`config.mk`:
```
export PLATFORM = sky130hd
export DESIGN_NAME = fir_mac_ctrl
export DESIGN_NICKNAME = d
export VERILOG_FILES = /design/src/rtl/fir_pkg.sv /design/src/rtl/mod_counter.sv /design/src/rtl/fir_mac_ctrl.sv
export SDC_FILE = /design/constraint.sdc
export NUM_CORES = 1
export LEC_CHECK = 0
export BUFFER_PORTS_ARGS = -buffer_cell sky130_fd_sc_hd__buf_2
export CAP_MARGIN = 15
export CORE_ASPECT_RATIO = 2
export CORE_MARGIN = 2
export CORE_UTILIZATION = 45
export DETAILED_ROUTE_END_ITERATION = 12
export GPL_TIMING_DRIVEN = 1
export PLACE_DENSITY = 0.66
export SLEW_MARGIN = 40
export SYNTH_ARGS = -nofsm -noshare
export SYNTH_HDL_FRONTEND = slang
export SYNTH_SLANG_ARGS = --single-unit
export TNS_END_PERCENT = 30
```
`constraint.sdc`:
```
create_clock -name clock -period 2 [get_ports clock]
set_input_delay 0.2 -clock clock [delete_from_list [all_inputs] [get_ports clock]]
set_output_delay 0.2 -clock clock [all_outputs]
set_load 0.01 [all_outputs]
```
`src/rtl/fir_pkg.sv`:
```
// Shared types and constants for the time-multiplexed decimating FIR.
// The coefficient table is the same one the coefficient ROM is built from.
package fir_pkg;

  localparam int unsigned TAPS_DEFAULT       = 32;
  localparam int unsigned DECIMATION_DEFAULT = 8;
  localparam int unsigned MAC_LAT_DEFAULT    = 2;
  localparam int unsigned COEFF_W            = 16;

  typedef enum logic [2:0] {
    StInit,
    StLoad,
    StMac,
    StDrain,
    StWrite
  } fir_ctrl_state_t;

  // Deliberately asymmetric so a reversed tap walk produces a different sum.
  localparam logic signed [COEFF_W-1:0] COEFFS [TAPS_DEFAULT] = '{
    16'sd5,    -16'sd9,   16'sd14,   16'sd27,   -16'sd41,  16'sd63,   16'sd88,   -16'sd17,
    16'sd120,  16'sd301,  -16'sd77,  16'sd45,   16'sd512,  16'sd233,  -16'sd150, 16'sd99,
    16'sd64,   -16'sd31,  16'sd7,    16'sd180,  -16'sd205, 16'sd11,   16'sd3,    -16'sd2,
    16'sd19,   16'sd72,   -16'sd66,  16'sd38,   16'sd1,    -16'sd13,  16'sd24,   16'sd8
  };

endpackage

```
`src/rtl/mod_counter.sv`:
```
// Wrap-around up counter with synchronous clear; used for pointers and phase counts.
module mod_counter #(
  parameter int unsigned W = 5
) (
  input  logic         clock,
  input  logic         reset,
  input  logic         clr,
  input  logic         en,
  output logic [W-1:0] count
);

  always_ff @(posedge clock) begin
    if (reset || clr) begin
      count <= '0;
    end else if (en) begin
      count <= count + W'(1);
    end
  end

endmodule

```
`src/rtl/fir_mac_ctrl.sv`:
```
// Sequencer for the single-multiplier decimating FIR: zero-fills history, loads
// DECIMATION samples, walks all taps through the MAC, then pushes one result.
module fir_mac_ctrl
  import fir_pkg::*;
#(
  parameter int unsigned TAPS       = TAPS_DEFAULT,
  parameter int unsigned DECIMATION = DECIMATION_DEFAULT,
  parameter int unsigned MAC_LAT    = MAC_LAT_DEFAULT,
  parameter int unsigned ADDR_W     = $clog2(TAPS)
) (
  input  logic              clock,
  input  logic              reset,
  input  logic              x_empty,
  output logic              x_rd_en,
  output logic              hist_wr_en,
  output logic              hist_wr_zero,
  output logic [ADDR_W-1:0] hist_wr_addr,
  output logic [ADDR_W-1:0] hist_rd_addr,
  output logic [ADDR_W-1:0] coeff_addr,
  output logic              mac_en,
  output logic              mac_clr,
  input  logic              y_full,
  output logic              y_wr_en,
  output logic              busy
);

  localparam logic [ADDR_W-1:0] LastTap   = ADDR_W'(TAPS - 1);
  localparam logic [ADDR_W-1:0] LastLoad  = ADDR_W'(DECIMATION - 1);
  localparam logic [ADDR_W-1:0] LastDrain = ADDR_W'(MAC_LAT - 1);

  fir_ctrl_state_t state_q, state_d;

  logic [ADDR_W-1:0] head, k, phase_cnt, load_cnt;
  logic              head_en, k_en, k_clr, phase_en, phase_clr, load_en, load_clr;
  logic              pop;

  assign pop = (state_q == StLoad) && !x_empty;

  mod_counter #(.W(ADDR_W)) u_head (
    .clock (clock),
    .reset (reset),
    .clr   (1'b0),
    .en    (head_en),
    .count (head)
  );

  mod_counter #(.W(ADDR_W)) u_tap (
    .clock (clock),
    .reset (reset),
    .clr   (k_clr),
    .en    (k_en),
    .count (k)
  );

  // Shared by INIT (zero-fill address) and DRAIN (pipeline wait).
  mod_counter #(.W(ADDR_W)) u_phase (
    .clock (clock),
    .reset (reset),
    .clr   (phase_clr),
    .en    (phase_en),
    .count (phase_cnt)
  );

  mod_counter #(.W(ADDR_W)) u_load (
    .clock (clock),
    .reset (reset),
    .clr   (load_clr),
    .en    (load_en),
    .count (load_cnt)
  );

  always_ff @(posedge clock) begin
    if (reset) begin
      state_q <= StInit;
    end else begin
      state_q <= state_d;
    end
  end

  always_comb begin
    state_d = state_q;
    unique case (state_q)
      StInit:  if (phase_cnt == LastTap) state_d = StLoad;
      StLoad:  if (pop && (load_cnt == LastLoad)) state_d = StMac;
      StMac:   if (k == LastTap) state_d = StDrain;
      StDrain: if (phase_cnt == LastDrain) state_d = StWrite;
      StWrite: if (!y_full) state_d = StLoad;
      default: state_d = StInit;
    endcase
  end

  always_comb begin
    x_rd_en      = 1'b0;
    hist_wr_en   = 1'b0;
    hist_wr_zero = 1'b0;
    hist_wr_addr = '0;
    hist_rd_addr = '0;
    coeff_addr   = '0;
    mac_en       = 1'b0;
    mac_clr      = 1'b0;
    y_wr_en      = 1'b0;
    busy         = 1'b1;

    head_en   = pop;
    load_en   = pop;
    load_clr  = pop && (load_cnt == LastLoad);
    k_en      = (state_q == StMac);
    k_clr     = (state_q != StMac);
    phase_en  = (state_q == StInit) || (state_q == StDrain);
    phase_clr = (state_d != state_q);

    unique case (state_q)
      StInit: begin
        hist_wr_en   = 1'b1;
        hist_wr_zero = 1'b1;
        hist_wr_addr = phase_cnt;
      end
      StLoad: begin
        busy         = 1'b0;
        x_rd_en      = pop;
        hist_wr_en   = pop;
        hist_wr_addr = head;
      end
      StMac: begin
        mac_en       = 1'b1;
        mac_clr      = (k == '0);
        coeff_addr   = k;
        // head points one past the newest sample, so tap 0 reads head-1.
        hist_rd_addr = head - ADDR_W'(1) - k;
      end
      StDrain: begin
      end
      StWrite: begin
        y_wr_en = !y_full;
      end
      default: begin
      end
    endcase
  end

endmodule

```
After elaboration in Yosys (flattened, before gate mapping)
Cells that the tools add are included.

storage, ports and cells
  bits in registers = 23
  word-level logic and storage cells = 47
  bits of input ports = 4

operators by class
  reduce and logical (&&, ||, !) cells = 10
  add/sub/neg operators = 6
  eq/ne operators = 10
  multiplexer cells = 16

operator list
  operator                                                number
  adder 5 x 1 -> 5 bit (second input constant)            4
  two-way mux 3 bit                                       5
  case mux 3 bit (5 select lines)                         1
  equality test 5 bit (second input constant)             2
  two-way mux 5 bit                                       2
  case mux 5 bit (2 select lines)                         1
  equality test 3 x 2 -> 1 bit (second input constant)    2
  two-way mux 1 bit                                       6
  equality test 5 x 1 -> 1 bit (second input constant)    1
  equality test 5 x 3 -> 1 bit (second input constant)    1
  zero test 5 bit                                         1
  subtractor 5 x 1 -> 5 bit (second input constant)       1
  subtractor 5 bit                                        1
  logical OR 1 bit                                        4
  equality test 3 x 1 -> 1 bit (second input constant)    1
  equality test 3 bit (second input constant)             1
  zero test 3 bit                                         1
  inequality test 3 x 2 -> 1 bit (second input constant)  1
  inequality test 3 bit                                   1
  logical AND 1 bit                                       2
  zero test 1 bit                                         2
  case mux 1 bit (2 select lines)                         1

Longest topological paths before layout
  depth after elaboration = 7
  gate-level depth with buffers = 8
  gate-level depth less buffers = 8

Hierarchy
Synthesis repeated with hierarchy kept, for this count alone.

second synthesis, totals
  cell total of the unflattened synthesis = 176
  area, all modules = 1,561.5 sq um

by module, submodules not included
  module        cells an instance  sequential area each (sq um)  area an instance (sq um)  times used
  mod_counter   23                 100.1                         239.0                     4
  fir_mac_ctrl  84                 60.1                          605.6                     1

Worst setup path before layout
Ideal clock, no wire load.

  path type = flip-flop to output port
  from = register u_head.count[0]
  to = output port hist_rd_addr[4]
  data arrival time = 1,614 ps
  cell stages (with the launch flop) = 8
  path slack = 186 ps
  required time = 1,800 ps
  cells stage by stage = dfxtp_1 ha_1 inv_1 fa_1 nor2b_1 o21a_1 nor3_1 nor3b_1

between the ends
  word-level cells in the longest chain between the ends = 3

RTL lines
  item                       line                 text
  start: declaration         mod_counter.sv:9     output logic [W-1:0] count
  start signal: assignment   mod_counter.sv:16    count <= count + W'(1);
  subtractor 5 x 1 -> 5 bit  fir_mac_ctrl.sv:129  hist_rd_addr = head - ADDR_W'(1) - k;
  subtractor 5 bit           fir_mac_ctrl.sv:129
  two-way mux 5 bit          fir_mac_ctrl.sv:112  unique case (state_q)
  end: declaration           fir_mac_ctrl.sv:18   output logic [ADDR_W-1:0] hist_rd_addr,

Every way passes these cells.

Worst setup path in the final report
  from = register u_tap.count[0]
  to = output port hist_rd_addr[4]

between the ends
  word-level cells in the longest chain between the ends = 2

RTL lines
  item                      line
  start: declaration        mod_counter.sv:9
  start signal: assignment  mod_counter.sv:16
  subtractor 5 bit          fir_mac_ctrl.sv:129
  two-way mux 5 bit         fir_mac_ctrl.sv:112

Every way passes these cells.

==> reports/results.env <==
RUN_STATUS='complete, but fails checks'
FAILED_CHECKS='setup timing'
CP_COMMON_CELL='sky130_fd_sc_hd__inv_2'
WL_MM=3.94
WORST_SLACK_NS=-0.0575
CRIT_PATH_CELL_TRACE='inv_2 > ha_4 > inv_2 > fa_2 > nor2b_4 > o21a_1 > nor3_1 > nor3b_1 > buf_2'
WORST-SLEW-PIN-TRANSITION_NS=0.646
YOSYS.CELL_TYPES.COUNT=42
CRITICAL_HOLD_PATH_STARTPOINT='y_full'
FINAL-HOLD-VIOLATION-COUNT=0
FLOORPLAN.DIE_AREA_MM2=0.00386
CRIT_PATH_LARGEST_CELL_DELAY_NS=0.35
PART_OF_THE_YOSYS_AREA_USED_FOR_SEQUENTIAL_ELEMENTS_PCT=30.5
SYNTHESIS_STAGE_REGISTER_BIT_COUNT=23
DRT.ANTENNA.VIOLATING_NETS=0
P_SW_SHARE_PCT=23.9
ANTENNA_FOUND_INITIAL=0
WORST_CLOCK_SKEW_NS=0.00747
POWER.IR.VDD_WORST_mV=0.325
CRITICAL_PATH_REQUIRED_NS=1.80
R2R_END='u_phase.count[1]'
FINAL-SETUP-VIOL-COUNT=2
CORE_AREA_MM2=0.00319
POST_DRT_VIA_CELL_RATIO=5.80
ROUTEDWLPERCELL_UM=15.8
MAX_CAP_VIOL_COUNT=0
CRIT_PATH_TOP_DELAY_CELL='sky130_fd_sc_hd__fa_2'
PART_OF_THE_CYCLE_THE_WORST_PATH_NEEDS_PCT=103
GRT_PASS1_VIAS=1468
SYNTHCELLS=177
GRT_MAX_DEGREE=19
CLK_PATH_BUF_DEPTH=2
POSTCTSHOLDBUFS=0
CTS_HTREE_LEVELS=1
FIRST_ITER_VIOLATIONS=39
PWR-SHARE-COMB_PCT=6.8
SETUP.WORST_PATH.END_CLASS='primary output'
CRITPATHLAUNCHTYPE='register'
WORST_SETUP_SLACK_FOR_REGISTER_TO_REGISTER_PATHS_NS=0.08
P_LEAK_uW=0.000835
WORST_R2R_STARTPOINT='u_phase.count[1]'
CORE.ROWCOUNT=29
DRIVE_GT1_SHARE_PCT=31.2
DIE_HEIGHT_UM=85.9
HOLD_END='state_q[2]'
VIAS=1445
GLOBAL_ROUTE.OVERFLOW_TOTAL=0
GRT_PASS1_WL_MM=6.57
CRITICAL_PATH_AT_NS=1.86
DIODES_INSERTED=0
FINAL_CELLS=249
CLKLATENCYLATEPIN_NS=0.27
POWER.TOTAL_uW=825
CLK_TRANSITION_REPORTED_PATHS_NS=0.08
P_INT_uW=628
POWER-PER-CELL-AREA_mW_PER_MM2=440
IO-PIN-COUNT=26
R2R.WORST_PATH.CELLS=6
SEQPWRFRAC_PCT=56.7
POST_SYNTH_INSTANCE_AREA_MM2=0.00151
PLACEMENT.IO_BUFFERS=25
SLEW_HEADROOM_PCT=56.6
DIEWIDTH_UM=44.9
CTS_INSERTED_BUFFERS=3
SYNTH_FP_NETS=194
RSZ0062_AT_GRT='yes'
FINAL_NETS=236
FMAXACHIEVABLE_MHz=486
HOLD_DEPTH=3
FIRSTDRTPASSITERS=4
WORST-SETUP-PATH-TYPE='register to primary output'
SLEW_VIOL_FINAL=0
DRC=0
INITIAL_STANDARD_CELL_UTILIZATION_OF_THE_CORE_PCT=47.3
CLOCK_TREE_FROM_TRITONCTS='built'
LARGEST_FANOUT_ON_THE_CRITICAL_PATH=2
GRTUSAGETOTAL_PCT=22.9
PERIOD_NEEDED_NS=2.06
CLOCKPOWERSHARE_PCT=36.5
SYNTHESIS.AREA_PER_INSTANCE_UM2=8.53
PLACE.DETAILED.HPWL_MM=3.09
GP_CONGESTION=0.855
CLOCK_TREE_ROOT='sky130_fd_sc_hd__clkbuf_8'
TRITONCTS_NUM_SINKS=23
YOSYSWARNINGS=0
FINAL_CORE_UTILIZATION_PCT=58.8
WORST_HOLD_PATH_TYPE='primary input to register'
SWITCHING_POWER_uW=197
CELL_COUNT_POST_PLACEMENT=242
AREA.GROWTH.SYNTH_TO_FINAL_PCT=24.4
-- registers in the layout, indices dropped and copies added, names as in the netlist --
register,cells
u_phase.count,5
u_load.count,5
u_tap.count,5
state_q,3
u_head.count,5
-- cells in the final DEF (no fill, tap or decap), types with 3 or more instances in the layout --
master / instances
sky130_fd_sc_hd__clkbuf_8: 3
sky130_fd_sc_hd__buf_4: 20
sky130_fd_sc_hd__o21a_1: 3
sky130_fd_sc_hd__nand4_1: 4
sky130_fd_sc_hd__nor3b_1: 4
sky130_fd_sc_hd__inv_1: 10
sky130_fd_sc_hd__and3_1: 6
sky130_fd_sc_hd__buf_2: 25
sky130_fd_sc_hd__dfxtp_1: 19
sky130_fd_sc_hd__ha_1: 11
sky130_fd_sc_hd__nor2b_1: 3
sky130_fd_sc_hd__nor2_1: 25
sky130_fd_sc_hd__nor3_1: 7
sky130_fd_sc_hd__o21ai_0: 10
sky130_fd_sc_hd__a22o_1: 4
sky130_fd_sc_hd__xor2_1: 7
sky130_fd_sc_hd__a21oi_1: 3
sky130_fd_sc_hd__nand2_1: 7
sky130_fd_sc_hd__xnor2_1: 6
sky130_fd_sc_hd__o211ai_1: 4
-- cell families (layout without fill, tap and decap cells) --
family / count (synthesis) / in the layout / synth area share, %
adders and majority gates: 13 / 13 / 11.3
muxes: 1 / 1 / 0.663
buffers and inverters: 20 / 61 / 5.72
DFF: 23 / 23 / 30.5
AOI/OAI and AO/OA: 36 / 36 / 18.4
and+or+nand+nor: 71 / 71 / 25.9
xor gates and xnor gates: 13 / 13 / 7.55
-- synthesized netlist by cell type, drive strengths merged --
| cell | number | share of area (%) |
|---|---|---|
| a2111oi | 1 | 0.99 |
| a211oi | 1 | 0.50 |
| a21bo | 1 | 0.66 |
| a21o | 1 | 0.50 |
| a21oi | 3 | 0.99 |
| a22o | 4 | 2.3 |
| a22oi | 1 | 0.50 |
| a2bb2oi | 1 | 0.58 |
| a311oi | 1 | 0.58 |
| a31oi | 1 | 0.41 |
| a32oi | 1 | 1.8 |
| and2 | 1 | 0.41 |
| and3 | 6 | 2.5 |
| and4 | 1 | 0.58 |
| buf | 4 | 1.7 |
| clkbuf | 4 | 0.99 |
| dfxtp | 23 | 31 |
| fa | 1 | 1.3 |
| ha | 12 | 9.9 |
| inv | 12 | 3.0 |
| mux2i | 1 | 0.66 |
| nand2 | 7 | 1.7 |
| nand3 | 2 | 0.66 |
| nand4 | 4 | 1.7 |
| nor2 | 25 | 6.2 |
| nor2b | 4 | 1.7 |
| nor3 | 7 | 2.3 |
| nor3b | 5 | 2.5 |
| nor4 | 2 | 0.83 |
| nor4b | 2 | 2.0 |
| nor4bb | 1 | 0.66 |
| o211ai | 4 | 2.0 |
| o21a | 3 | 1.5 |
| o21ai | 10 | 3.3 |
| o221ai | 1 | 0.58 |
| o31a | 2 | 1.2 |
| or2 | 2 | 0.83 |
| or3b | 2 | 1.3 |
| xnor2 | 6 | 3.5 |
| xor2 | 7 | 4.1 |
-- power groups by stage --
stage	Clock [uW]	Combinational, uW	Sequential [uW]
finish	301	56.5	468
global route	325	64.0	469
CTS	307	57.1	469
detailed placement	0	56.8	481
global placement	0	56.2	481
floorplan	0	37.7	479
-- how the worst max path moves through the flow --
stage,start,end,cells after the start
2_1_floorplan,u_head.count[0],hist_rd_addr[4],7
3_3_place_gp,u_tap.count[0],hist_rd_addr[4],9
3_5_place_dp,u_tap.count[0],hist_rd_addr[4],9
4_1_cts,u_tap.count[0],hist_rd_addr[4],9
5_1_grt,u_tap.count[0],hist_rd_addr[4],9
6_report,u_tap.count[0],hist_rd_addr[4],9
-- layer usage --
metal,up-vias,global-route usage (%),wire [um]
met5,-,0,0
met4,0,9.89,80
met3,8,3.16,122
met2,38,44.4,2320
met1,690,21.8,1410
li1,709,-,-
-- timing repair --
item                       4_1_cts  5_1_grt
cloned                           0        0
pin swaps                        4        4
setup buffers                    3        0
resized for setup               11        5
setup endpoints to repair        1        8
-- per-stage QoR --
step / hold WS (ns) / setup TNS (ns) / cell area, um^2 / setup WS [ns]
floorplan: 0.348 / 0 / 1510 / 0.186
global placement: 0.465 / 0 / 1760 / 0.136
detailed placement: 0.478 / 0 / 1760 / 0.0330
CTS: 0.207 / -0.0957 / 1850 / -0.0957
global route: 0.245 / -0.321 / 1880 / -0.155
finish: 0.209 / -0.0891 / 1880 / -0.0575
-- final cells by class --
type                    instances  area (um^2)
clock buffers                   4         45.0
fillers                       287         1320
inverters                      12         45.0
multi-input cells             134         1000
flip-flops and latches         23          470
well taps                      31         38.8
repair buffers                 45          275
-- worst max-delay path, delay by kind of cell (launching register included) --
family | cells | cell delay (ns)
flops | 1 | 0.33
simple gates | 3 | 0.37
fa+ha+maj | 2 | 0.48
compound gates | 1 | 0.14
buf+inv | 3 | 0.26
Power figures use the tool's default switching activity.
